$ cat src/rtl/ctrl_pkg.sv
// Shared encodings for the pipelined control unit: opcodes, mux selects, control word, md states.
// PIPE_CTRL_EXCEPTION_EN enables setx/bex decode and md exception steering to r30.
package ctrl_pkg;

   localparam logic [4:0] OpRtype = 5'd0;
   localparam logic [4:0] OpJ     = 5'd1;
   localparam logic [4:0] OpBne   = 5'd2;
   localparam logic [4:0] OpJal   = 5'd3;
   localparam logic [4:0] OpJr    = 5'd4;
   localparam logic [4:0] OpAddi  = 5'd5;
   localparam logic [4:0] OpBlt   = 5'd6;
   localparam logic [4:0] OpSw    = 5'd7;
   localparam logic [4:0] OpLw    = 5'd8;
   localparam logic [4:0] OpSetx  = 5'd21;
   localparam logic [4:0] OpBex   = 5'd22;

   localparam logic [4:0] AluAdd = 5'd0;
   localparam logic [4:0] AluMul = 5'd6;
   localparam logic [4:0] AluDiv = 5'd7;

   localparam logic [1:0] PcNext   = 2'b00;
   localparam logic [1:0] PcBranch = 2'b01;
   localparam logic [1:0] PcTarget = 2'b10;
   localparam logic [1:0] PcRd     = 2'b11;

   localparam logic [1:0] DestRd      = 2'b00;
   localparam logic [1:0] DestRa      = 2'b01;
   localparam logic [1:0] DestRstatus = 2'b10;

   localparam logic [1:0] ValAlu  = 2'b00;
   localparam logic [1:0] ValDmem = 2'b01;
   localparam logic [1:0] ValPc   = 2'b10;

   localparam int unsigned RegRstatus = 30;

`ifdef PIPE_CTRL_EXCEPTION_EN
   localparam bit ExcEn = 1'b1;
`else
   localparam bit ExcEn = 1'b0;
`endif

   typedef struct packed {
      logic       rwe;
      logic       dmwe;
      logic       alu_sei;
      logic       bne;
      logic       blt;
      logic [4:0] aluop;
      logic [1:0] dest_sel;
      logic [1:0] val_sel;
      logic [1:0] pc_sel;
   } ctrl_t;

   typedef enum logic [1:0] {
      MdIdle = 2'd0,
      MdBusy = 2'd1,
      MdDone = 2'd2
   } md_state_e;

endpackage

$ cat src/rtl/md_seq.sv
// Mult/div sequencer: IDLE -> BUSY (MD_LATENCY cycles) -> DONE (one write pulse).
// With PIPE_CTRL_EXCEPTION_EN, an exception seen on the last BUSY cycle redirects the write to r30.
module md_seq
   import ctrl_pkg::*;
#(
   parameter int unsigned REG_AW     = 5,
   parameter int unsigned MD_LATENCY = 32
) (
   input  logic              clock,
   input  logic              reset_n,
   input  logic              issue,
   input  logic [REG_AW-1:0] issue_rd,
   input  logic              md_exc,
   output logic              busy_cycle,
   output logic              md_busy,
   output logic              md_we,
   output logic [REG_AW-1:0] md_dest
);

   localparam int unsigned CntW = (MD_LATENCY > 1) ? $clog2(MD_LATENCY) : 1;
   localparam logic [CntW-1:0] CntInit = CntW'(MD_LATENCY - 1);

   md_state_e         state_q, state_d;
   logic [CntW-1:0]   cnt_q, cnt_d;
   logic [REG_AW-1:0] rd_q, rd_d;
   logic              exc_q, exc_d;

   always_comb begin
      state_d = state_q;
      cnt_d   = cnt_q;
      rd_d    = rd_q;
      exc_d   = exc_q;
      unique case (state_q)
         MdIdle, MdDone: begin
            state_d = MdIdle;
            if (issue) begin
               state_d = MdBusy;
               cnt_d   = CntInit;
               rd_d    = issue_rd;
               exc_d   = 1'b0;
            end
         end
         MdBusy: begin
            if (cnt_q == '0) begin
               state_d = MdDone;
               exc_d   = md_exc;
            end else begin
               cnt_d = cnt_q - 1'b1;
            end
         end
         default: state_d = MdIdle;
      endcase
   end

   always_ff @(posedge clock or negedge reset_n) begin
      if (!reset_n) begin
         state_q <= MdIdle;
         cnt_q   <= '0;
         rd_q    <= '0;
         exc_q   <= 1'b0;
      end else begin
         state_q <= state_d;
         cnt_q   <= cnt_d;
         rd_q    <= rd_d;
         exc_q   <= exc_d;
      end
   end

   assign busy_cycle = (state_q == MdBusy);
   assign md_busy    = (state_q != MdIdle);
   assign md_we      = (state_q == MdDone);
   assign md_dest    = !md_we ? '0 : ((ExcEn && exc_q) ? REG_AW'(RegRstatus) : rd_q);

endmodule

$ cat src/rtl/pipe_ctrl_unit.sv
// Decode + ID/EX control register with load-use and mult/div stall generation.
// PIPE_CTRL_EXCEPTION_EN adds setx/bex decode (see ctrl_pkg / md_seq).
module pipe_ctrl_unit
   import ctrl_pkg::*;
#(
   parameter int unsigned REG_AW     = 5,
   parameter int unsigned MD_LATENCY = 32
) (
   input  logic              clock,
   input  logic              reset_n,
   input  logic              in_valid,
   input  logic [4:0]        in_opcode,
   input  logic [4:0]        in_aluop,
   input  logic [REG_AW-1:0] in_rd,
   input  logic [REG_AW-1:0] in_rs,
   input  logic [REG_AW-1:0] in_rt,
   input  logic              flush,
   input  logic              md_exc,
   output logic              stall,
   output logic              ex_valid,
   output logic              ex_rwe,
   output logic              ex_dmwe,
   output logic              ex_alu_sei,
   output logic              ex_bne,
   output logic              ex_blt,
   output logic [4:0]        ex_aluop,
   output logic [1:0]        ex_dest_sel,
   output logic [1:0]        ex_val_sel,
   output logic [1:0]        ex_pc_sel,
   output logic [REG_AW-1:0] ex_rd,
   output logic              md_start,
   output logic              md_busy,
   output logic              md_we,
   output logic [REG_AW-1:0] md_dest
);

   ctrl_t             dec, ex_q, ex_d;
   logic              is_md, use_rs, use_rt, use_rd;
   logic              ex_valid_q;
   logic [REG_AW-1:0] ex_rd_q, ex_rd_d;
   logic              ex_is_lw, load_use, seq_busy_cycle, accept, issue;

   always_comb begin
      dec          = '0;
      dec.aluop    = AluAdd;
      dec.pc_sel   = PcNext;
      dec.dest_sel = DestRd;
      dec.val_sel  = ValAlu;
      is_md        = 1'b0;
      use_rs       = 1'b0;
      use_rt       = 1'b0;
      use_rd       = 1'b0;
      case (in_opcode)
         OpRtype: begin
            is_md     = (in_aluop == AluMul) || (in_aluop == AluDiv);
            dec.rwe   = !is_md;
            dec.aluop = in_aluop;
            use_rs    = 1'b1;
            use_rt    = 1'b1;
         end
         OpJ:  dec.pc_sel = PcTarget;
         OpJal: begin
            dec.rwe      = 1'b1;
            dec.dest_sel = DestRa;
            dec.val_sel  = ValPc;
            dec.pc_sel   = PcTarget;
         end
         OpJr: begin
            dec.pc_sel = PcRd;
            use_rd     = 1'b1;
         end
         OpBne, OpBlt: begin
            dec.bne    = (in_opcode == OpBne);
            dec.blt    = (in_opcode == OpBlt);
            dec.pc_sel = PcBranch;
            use_rs     = 1'b1;
            use_rd     = 1'b1;
         end
         OpAddi, OpLw: begin
            dec.rwe     = 1'b1;
            dec.alu_sei = 1'b1;
            dec.val_sel = (in_opcode == OpLw) ? ValDmem : ValAlu;
            use_rs      = 1'b1;
         end
         OpSw: begin
            dec.dmwe    = 1'b1;
            dec.alu_sei = 1'b1;
            use_rs      = 1'b1;
            use_rd      = 1'b1;
         end
`ifdef PIPE_CTRL_EXCEPTION_EN
         OpSetx: begin
            dec.rwe      = 1'b1;
            dec.dest_sel = DestRstatus;
         end
         OpBex: dec.pc_sel = PcTarget;
`endif
         default: ;
      endcase
   end

   // Only lw drives DMEM onto the writeback value mux, so val_sel identifies it in EX.
   assign ex_is_lw = ex_valid_q && (ex_q.val_sel == ValDmem) && (ex_rd_q != '0);
   assign load_use = in_valid && ex_is_lw &&
                     ((use_rs && in_rs == ex_rd_q) || (use_rt && in_rt == ex_rd_q) ||
                      (use_rd && in_rd == ex_rd_q));
   assign stall    = (load_use || (seq_busy_cycle && in_valid)) && !flush;
   assign accept   = in_valid && !stall && !flush;
   assign issue    = accept && is_md && reset_n;
   assign md_start = issue;

   assign ex_d    = accept ? dec : '0;
   assign ex_rd_d = accept ? in_rd : '0;

   always_ff @(posedge clock or negedge reset_n) begin
      if (!reset_n) begin
         ex_q       <= '0;
         ex_rd_q    <= '0;
         ex_valid_q <= 1'b0;
      end else begin
         ex_q       <= ex_d;
         ex_rd_q    <= ex_rd_d;
         ex_valid_q <= accept;
      end
   end

   md_seq #(
      .REG_AW     (REG_AW),
      .MD_LATENCY (MD_LATENCY)
   ) u_md_seq (
      .clock      (clock),
      .reset_n    (reset_n),
      .issue      (issue),
      .issue_rd   (in_rd),
      .md_exc     (md_exc),
      .busy_cycle (seq_busy_cycle),
      .md_busy    (md_busy),
      .md_we      (md_we),
      .md_dest    (md_dest)
   );

   assign ex_valid    = ex_valid_q;
   assign ex_rwe      = ex_q.rwe;
   assign ex_dmwe     = ex_q.dmwe;
   assign ex_alu_sei  = ex_q.alu_sei;
   assign ex_bne      = ex_q.bne;
   assign ex_blt      = ex_q.blt;
   assign ex_aluop    = ex_q.aluop;
   assign ex_dest_sel = ex_q.dest_sel;
   assign ex_val_sel  = ex_q.val_sel;
   assign ex_pc_sel   = ex_q.pc_sel;
   assign ex_rd       = ex_rd_q;

endmodule

$ cat config.mk
export PLATFORM = sky130hd
export DESIGN_NAME = pipe_ctrl_unit
export DESIGN_NICKNAME = d
export VERILOG_FILES = /design/src/rtl/ctrl_pkg.sv /design/src/rtl/md_seq.sv /design/src/rtl/pipe_ctrl_unit.sv
export SDC_FILE = /design/constraint.sdc
export NUM_CORES = 1
export LEC_CHECK = 0
export CAP_MARGIN = 40
export CORE_MARGIN = 2
export CORE_UTILIZATION = 46
export CTS_BUF_LIST = sky130_fd_sc_hd__clkbuf_2 sky130_fd_sc_hd__clkbuf_4 sky130_fd_sc_hd__clkbuf_8
export DETAILED_ROUTE_END_ITERATION = 8
export PLACE_DENSITY = 0.85
export SLEW_MARGIN = 20
export SYNTH_ARGS = -nofsm -noshare
export SYNTH_HDL_FRONTEND = slang
export SYNTH_HIERARCHICAL = 1
export SYNTH_SLANG_ARGS = --single-unit
$ cat constraint.sdc
create_clock -name clock -period 3.7 [get_ports clock]
set_clock_uncertainty 0.2 [all_clocks]
set_input_delay 0.37 -clock clock [delete_from_list [all_inputs] [get_ports clock]]
set_output_delay 0.37 -clock clock [all_outputs]
set_load 0.005 [all_outputs]
* After elaboration in Yosys (flattened, before gate mapping)
Cells that the tools add are included.
** Cells by class
- Add/sub/neg operators :: 1
- Reduce and logical (&&, ||, !) cells :: 36
- Multiplexer cells :: 22
- Equality and inequality tests :: 19
** Operators with widths (count)
- == test 5 x 3 -> 1 bit, second input constant :: 6
- 2-to-1 mux 5 bit :: 5
- 2-to-1 mux 16 bit :: 1
- == test 5 bit :: 3
- logical AND 1 bit :: 13
- == test 5 x 2 -> 1 bit, second input constant :: 2
- logical NOT 5 bit :: 2
- one-hot mux 5 bit (2 select lines) :: 1
- 2-to-1 mux 1 bit :: 9
- one-hot mux 2 bit (2 select lines) :: 2
- OR reduction 2 bit :: 4
- one-hot mux 2 bit (3 select lines) :: 1
- OR reduction 3 bit :: 2
- OR reduction 6 bit :: 1
- == test 5 x 1 -> 1 bit, second input constant :: 1
- == test 5 x 4 -> 1 bit, second input constant :: 1
- nonzero test 5 bit :: 1
- subtractor 5 x 1 -> 5 bit, second input constant :: 1
- == test 2 x 1 -> 1 bit, second input constant :: 2
- logical OR 1 bit :: 4
- 2-to-1 mux 2 bit :: 2
- != test 2 bit, second input constant :: 2
- nonzero test 2 bit :: 2
- OR reduction 4 bit :: 1
- 7 further kinds :: 9
** Word-level totals
- Word-level logic and storage cells :: 92
- Output and inout bits :: 31
- Input port bits :: 30
- Flip-flop bits (word level) :: 34

* Logic depth before layout (Yosys ltp)
Gate-level depths: netlist of run 1.
- Word-level depth :: 16
- Depth in mapped cells :: 11
- Mapped depth without buffers :: 8

* By module
The synthesis of run 1 kept the hierarchy.
** By module, submodules not included
- pipe_ctrl_unit :: cells each 118, times used 1, sequential area each 525.5 sq um, area each 1149.9 sq um
- md_seq :: cells each 52, times used 1, sequential area each 300.3 sq um, area each 573.0 sq um

* Worst setup path after synthesis of run 1
Ideal clock, no wire load.
- Path kind :: reg-to-reg
- Start point :: register ex_rd_q[1] (netlist: ex_rd[1])
- End point :: register u_md_seq.rd_q[1]
- Path slack :: 0.963 ns
- Arrival time :: 2.412 ns
- Clock period less this slack :: 2.737 ns
- Library setup time :: 0.125 ns
- Buffers on the path :: 2
- Required time :: 3.375 ns
- Cell stages (with the launch flop) :: 9
- Path through :: dfrtp_1 > or4_1 > o2111ai_1 > a31oi_4 > buf_6 > nor3_1 > nor2b_1 > buf_2 > mux2_2
** On the way
- Word-level cells in the longest chain between the ends :: 13
- Elaborated cells on any way between the ends :: 20
- Classes of those cells :: 3 x eq/ne; 17 x reduce/logical
** Ends and longest elaborated chain
- start: declaration :: RTL line pipe_ctrl_unit.sv:40 : logic [REG_AW-1:0] ex_rd_q, ex_rd_d;
- start signal: assignment :: RTL line pipe_ctrl_unit.sv:122 : ex_rd_q <= ex_rd_d;
- == test 5 bit :: RTL line pipe_ctrl_unit.sv:105 : ((use_rs && in_rs == ex_rd_q) || (use_rt && in_rt == ex_rd_q) ||
- logical AND 1 bit :: RTL line pipe_ctrl_unit.sv:105
- logical OR 1 bit (2 in series) :: RTL line pipe_ctrl_unit.sv:105
- logical AND 1 bit * :: RTL line pipe_ctrl_unit.sv:104 : assign load_use = in_valid && ex_is_lw &&
- logical OR 1 bit * :: RTL line pipe_ctrl_unit.sv:107 : assign stall = (load_use || (seq_busy_cycle && in_valid)) && !flush;
- logical AND 1 bit * :: RTL line pipe_ctrl_unit.sv:107
- logical NOT 1 bit * :: RTL line pipe_ctrl_unit.sv:108 : assign accept = in_valid && !stall && !flush;
- logical AND 1 bit * (2 in series) :: RTL line pipe_ctrl_unit.sv:108
- logical AND 1 bit * (2 in series) :: RTL line pipe_ctrl_unit.sv:109 : assign issue = accept && is_md && reset_n;
- named net md_start :: RTL line pipe_ctrl_unit.sv:31 : output logic md_start,
- AND reduction 2 bit (no source line) *
- end signal: assignment :: RTL line md_seq.sv:64 : rd_q <= rd_d;
- end: declaration :: RTL line md_seq.sv:25 : logic [REG_AW-1:0] rd_q, rd_d;
The timed path passes the listed nets; every way through them passes the cells marked *.
A chain may end at the register's enable or synchronous reset.

* Final worst setup path of run 1
- Start point :: input in_opcode[3]
- End point :: output stall
** On the way
- Word-level cells in the longest chain between the ends :: 9
- Elaborated cells on any way between the ends :: 20
- Classes of those cells :: 6 x eq/ne; 3 x mux; 11 x reduce/logical
** Ends and longest elaborated chain
- start: declaration :: RTL line pipe_ctrl_unit.sv:12 : input logic [4:0] in_opcode,
- == test 5 x 2 -> 1 bit, or another cell as far along :: RTL line pipe_ctrl_unit.sv:53 : case (in_opcode)
- OR reduction 6 bit (no source line)
- 2-to-1 mux 1 bit :: RTL line pipe_ctrl_unit.sv:53
- logical AND 1 bit :: RTL line pipe_ctrl_unit.sv:105
- logical OR 1 bit :: RTL line pipe_ctrl_unit.sv:105
- logical OR 1 bit * :: RTL line pipe_ctrl_unit.sv:105
- logical AND 1 bit * :: RTL line pipe_ctrl_unit.sv:104
- logical OR 1 bit * :: RTL line pipe_ctrl_unit.sv:107
- logical AND 1 bit * :: RTL line pipe_ctrl_unit.sv:107
- end: declaration :: RTL line pipe_ctrl_unit.sv:19 : output logic stall,
Every way passes the cells marked *; elsewhere a longest branch is shown, timed or not.

==> flow_summary.ini, run 1 <==
[critical_path]
critPathKind = input port to output pin
critPathArrivalTime_ns = 2.82
crit_path_top_delay_cell = clkdlybuf4s50_1
critical_path.max_fanout = 9
worstPathCellList = clkdlybuf4s50_1, nor2_1, o21ai_0, or4_4, a31oi_4, o21a_1, clkdlybuf4s50_1
cp_common_cell = clkdlybuf4s50_1
rrSetupSlack_ns = 0.70
startpoint_type = input port
regToRegEndpoint = u_md_seq/rd_q[0]
critPathRequiredTime_ns = 3.13
critPathCaptureType = output pin
r2r-start = ex_rd[1]
critPathMaxStageDelay_ns = 0.50
reg2reg_depth = 7

[place]
post-dp-hpwl_mm = 3.08
gp_congestion = 0.824
port_buffers = 58
placed_area_sq_um = 2350

[finish]
diodes = 0
layout_common_cells = 58 x clkdlybuf4s50_1, 33 x dfrtp_1, 20 x nor3_1, 12 x xor2_1
syn_to_final_growth_pct = 41.4
final_common_cell = clkdlybuf4s50_1
drive_above_1_share = 0.125
final_area_sq_um = 2440
nFillCells = 320
nNetsFinal = 262

[worst_hold_path]
min_path_type = register to register
holdPathStages = 1
min_to = u_md_seq/rd_q[3]
min_from = u_md_seq/rd_q[3]

[routing]
viasPerCell = 5.38
routedWlPerCell_um = 15.1
dr.pass1.iters = 4
ant_nets = 0
wirelength_mm = 4.23
drc = 0
dr.first_iter.drc_count = 106
vias = 1506

[clocking]
cts_tree = done
cts.htree.levels = 2
cts_repair_resize_count = 0
post_cts_buffers = 0
cts.sinks = 33
clock-root-buffer = clkbuf_8
cts_made_buffers = 5
clk_latency_ns = 0.29
postCtsHoldBufs = 0
clkTransAtPathRegs_ns = 0.07
clockBufferDepth = 2

[yosys]
synth_area_per_cell_sq_um = 10.1
seq_area_frac_synth = 0.479
synth_cells = 170
synth_seq_cells = 33
synth_cell_type_count = 41
syn-num-nets = 201
yosys_warnings = 6
synth_area_sq_um = 1720

[timing]
timing.fmax_ghz = 0.295
setup_viol = 0
worst_pin_slew_ns = 0.829
grt_setup_unrepaired = no
tns_ns = 0
finalCritPeriodShare = 0.917
timing.final.crit_period_ns = 3.39
final_hold_viol_count = 0
relSlewSlack = 0.447
drv_slew = 0

[die]
rows = 22
die_height_um = 65.2
die_x_um = 65.2
start_util = 0.474
pin_count = 61
design.die.area_sq_um = 4250
placeableCoreArea_sq_um = 3630

[global_routing]
first_global_vias = 1435
grt_max_degree = 34
grt.total_usage = 0.219
grt_pass1_wl_mm = 6.90
grt_antenna_before_repair = 0
grt-ovfl-total = 0

[run]
cap_violations = 0

[power_and_ir_drop]
peakVddDrop_mv = 0.168
p_leak_uw = 0.00107
p_per_area_nw_per_um2 = 301

[outcome]
status = finished, final reports clean
==> per-layer routing <==
layer  global-route usage  vias up  share of wire  wire (um)
li1                     -      712              -          -
met1                0.275      731           0.43       1840
met2                0.356       58           0.49       2060
met3               0.0531        5          0.065        275
met4               0.0990        0          0.014         59
met5                    0        -              0          0
==> cells by family after synthesis <==
| kind of cell | after synthesis | share of synthesized area |
|---|---|---|
| XOR/XNOR | 16 | 0.0813 |
| buffers and inverters | 16 | 0.0494 |
| adder cells (fa/ha/maj) | 1 | 0.00726 |
| other | 1 | 0.00218 |
| multiplexers | 7 | 0.0443 |
| AO/OA/AOI/OAI | 15 | 0.0719 |
| flip-flops | 33 | 0.479 |
| AND/OR/NAND/NOR | 81 | 0.264 |
==> flip-flops by register name, indices dropped and copies added (netlist names) <==
| register | count |
|---|---|
| ex_aluop | 5 |
| ex_rd | 5 |
| u_md_seq/cnt_q | 5 |
| u_md_seq/rd_q | 5 |
| ex_pc_sel | 2 |
| ex_val_sel | 2 |
| u_md_seq/state_q | 2 |
| ex_alu_sei | 1 |
| ex_blt | 1 |
| ex_bne | 1 |
| ex_dest_sel | 1 |
| ex_dmwe | 1 |
| ex_rwe | 1 |
| ex_valid | 1 |
==> where the power goes <==
| part | leakage (uW) | switching [uW] | internal, uW |
|---|---|---|---|
| Clock | 0.0000484 | 130 | 137 |
| Combinational | 0.000569 | 42.2 | 52.8 |
| Sequential | 0.000457 | 5.89 | 366 |
==> worst max-delay path: cells and delay by family <==
| family | cells | cell delay [ns] |
|---|---|---|
| buf+inv | 2 | 1.00 |
| simple gates | 2 | 0.74 |
| compound gates | 3 | 0.70 |
==> Yosys cell counts <==
cell        n  share of area
or4_4       1         0.0065
nor3_1     20          0.058
mux2i_1     2          0.012
nand4_1     4          0.015
nand3b_1    2         0.0087
nand2b_1    4          0.015
inv_1       5          0.011
a211o_1     1         0.0051
mux2_2      5          0.033
buf_4       2         0.0087
a31oi_1     1         0.0036
nor4_1      6          0.022
ha_1        1         0.0073
and2_1      5          0.018
buf_6       2          0.013
o2111ai_1   1         0.0051
dfrtp_1    33           0.48
nor4b_2     1         0.0087
a41oi_1     1         0.0051
a211oi_2    1         0.0073
a31oi_4     1          0.012
o21a_1      1         0.0044
buf_2       2         0.0058
xor2_1     12          0.061
xnor2_1     4          0.020
nor2b_1     4          0.015
or4b_4      1         0.0080
nor2_1      9          0.020
nor3b_1     1         0.0044
a2111oi_0   2          0.010
nand2_1     9          0.020
or2_2       2         0.0073
conb_1      1         0.0022
o21ai_0     2         0.0058
and3_1      1         0.0036
or4_1       2         0.0087
nand2_2     2         0.0073
nand3_1     7          0.020
a21oi_1     3         0.0087
a211oi_1    1         0.0044
clkbuf_1    5          0.011
==> metrics by stage <==
| stage | instances | worst slack, ns | hold slack, ns | util | power (uW) |
|---|---|---|---|---|---|
| final | 280 | 0.306 | 0.297 | 0.670 | 734 |
| after detailed placement | 272 | 0.354 | 0.287 | 0.647 | 473 |
| after floorplan | 170 | 0.963 | -0.126 | - | 414 |
| after global placement | 272 | 0.370 | 0.281 | 0.647 | 471 |
| after global routing | 280 | 0.216 | 0.329 | 0.670 | 772 |
| after CTS | 280 | 0.344 | 0.302 | 0.670 | 741 |
==> area by class of cell <==
cell class | count | area (sq um) | area share
clock buffers | 6 | 76.3 | 0.0313
well taps | 48 | 60.1 | 0.0247
inverters | 5 | 18.8 | 0.00770
flip-flops and latches | 33 | 826 | 0.339
clock inverters | 2 | 10.0 | 0.00411
repair buffers | 65 | 633 | 0.260
multi-input cells | 121 | 812 | 0.333
==> worst max path at each step <==
stage	from	endpoint	slack, ns	depth (start not counted)
CTS	in_rd[1]	stall	0.34	7
floorplan	ex_rd[1]	u_md_seq/rd_q[1]	0.96	8
finish	in_opcode[3]	stall	0.31	7
global placement	in_rd[1]	stall	0.37	7
detailed placement	in_rd[1]	stall	0.35	7
global route	in_opcode[3]	stall	0.22	7
Note: power is estimated with default switching activity, not from simulation.
==> run 2, diff against run 1 <==
--- a/config.mk
+++ b/config.mk
@@ -11,7 +11,7 @@
 export CTS_BUF_LIST = sky130_fd_sc_hd__clkbuf_2 sky130_fd_sc_hd__clkbuf_4 sky130_fd_sc_hd__clkbuf_8
 export DETAILED_ROUTE_END_ITERATION = 8
 export PLACE_DENSITY = 0.85
-export SLEW_MARGIN = 20
+export SLEW_MARGIN = 10
 export SYNTH_ARGS = -nofsm -noshare
 export SYNTH_HDL_FRONTEND = slang
 export SYNTH_HIERARCHICAL = 1
==> results of run 2 <==
No change in the layout: final DEF, timing and power equal those of run 1.
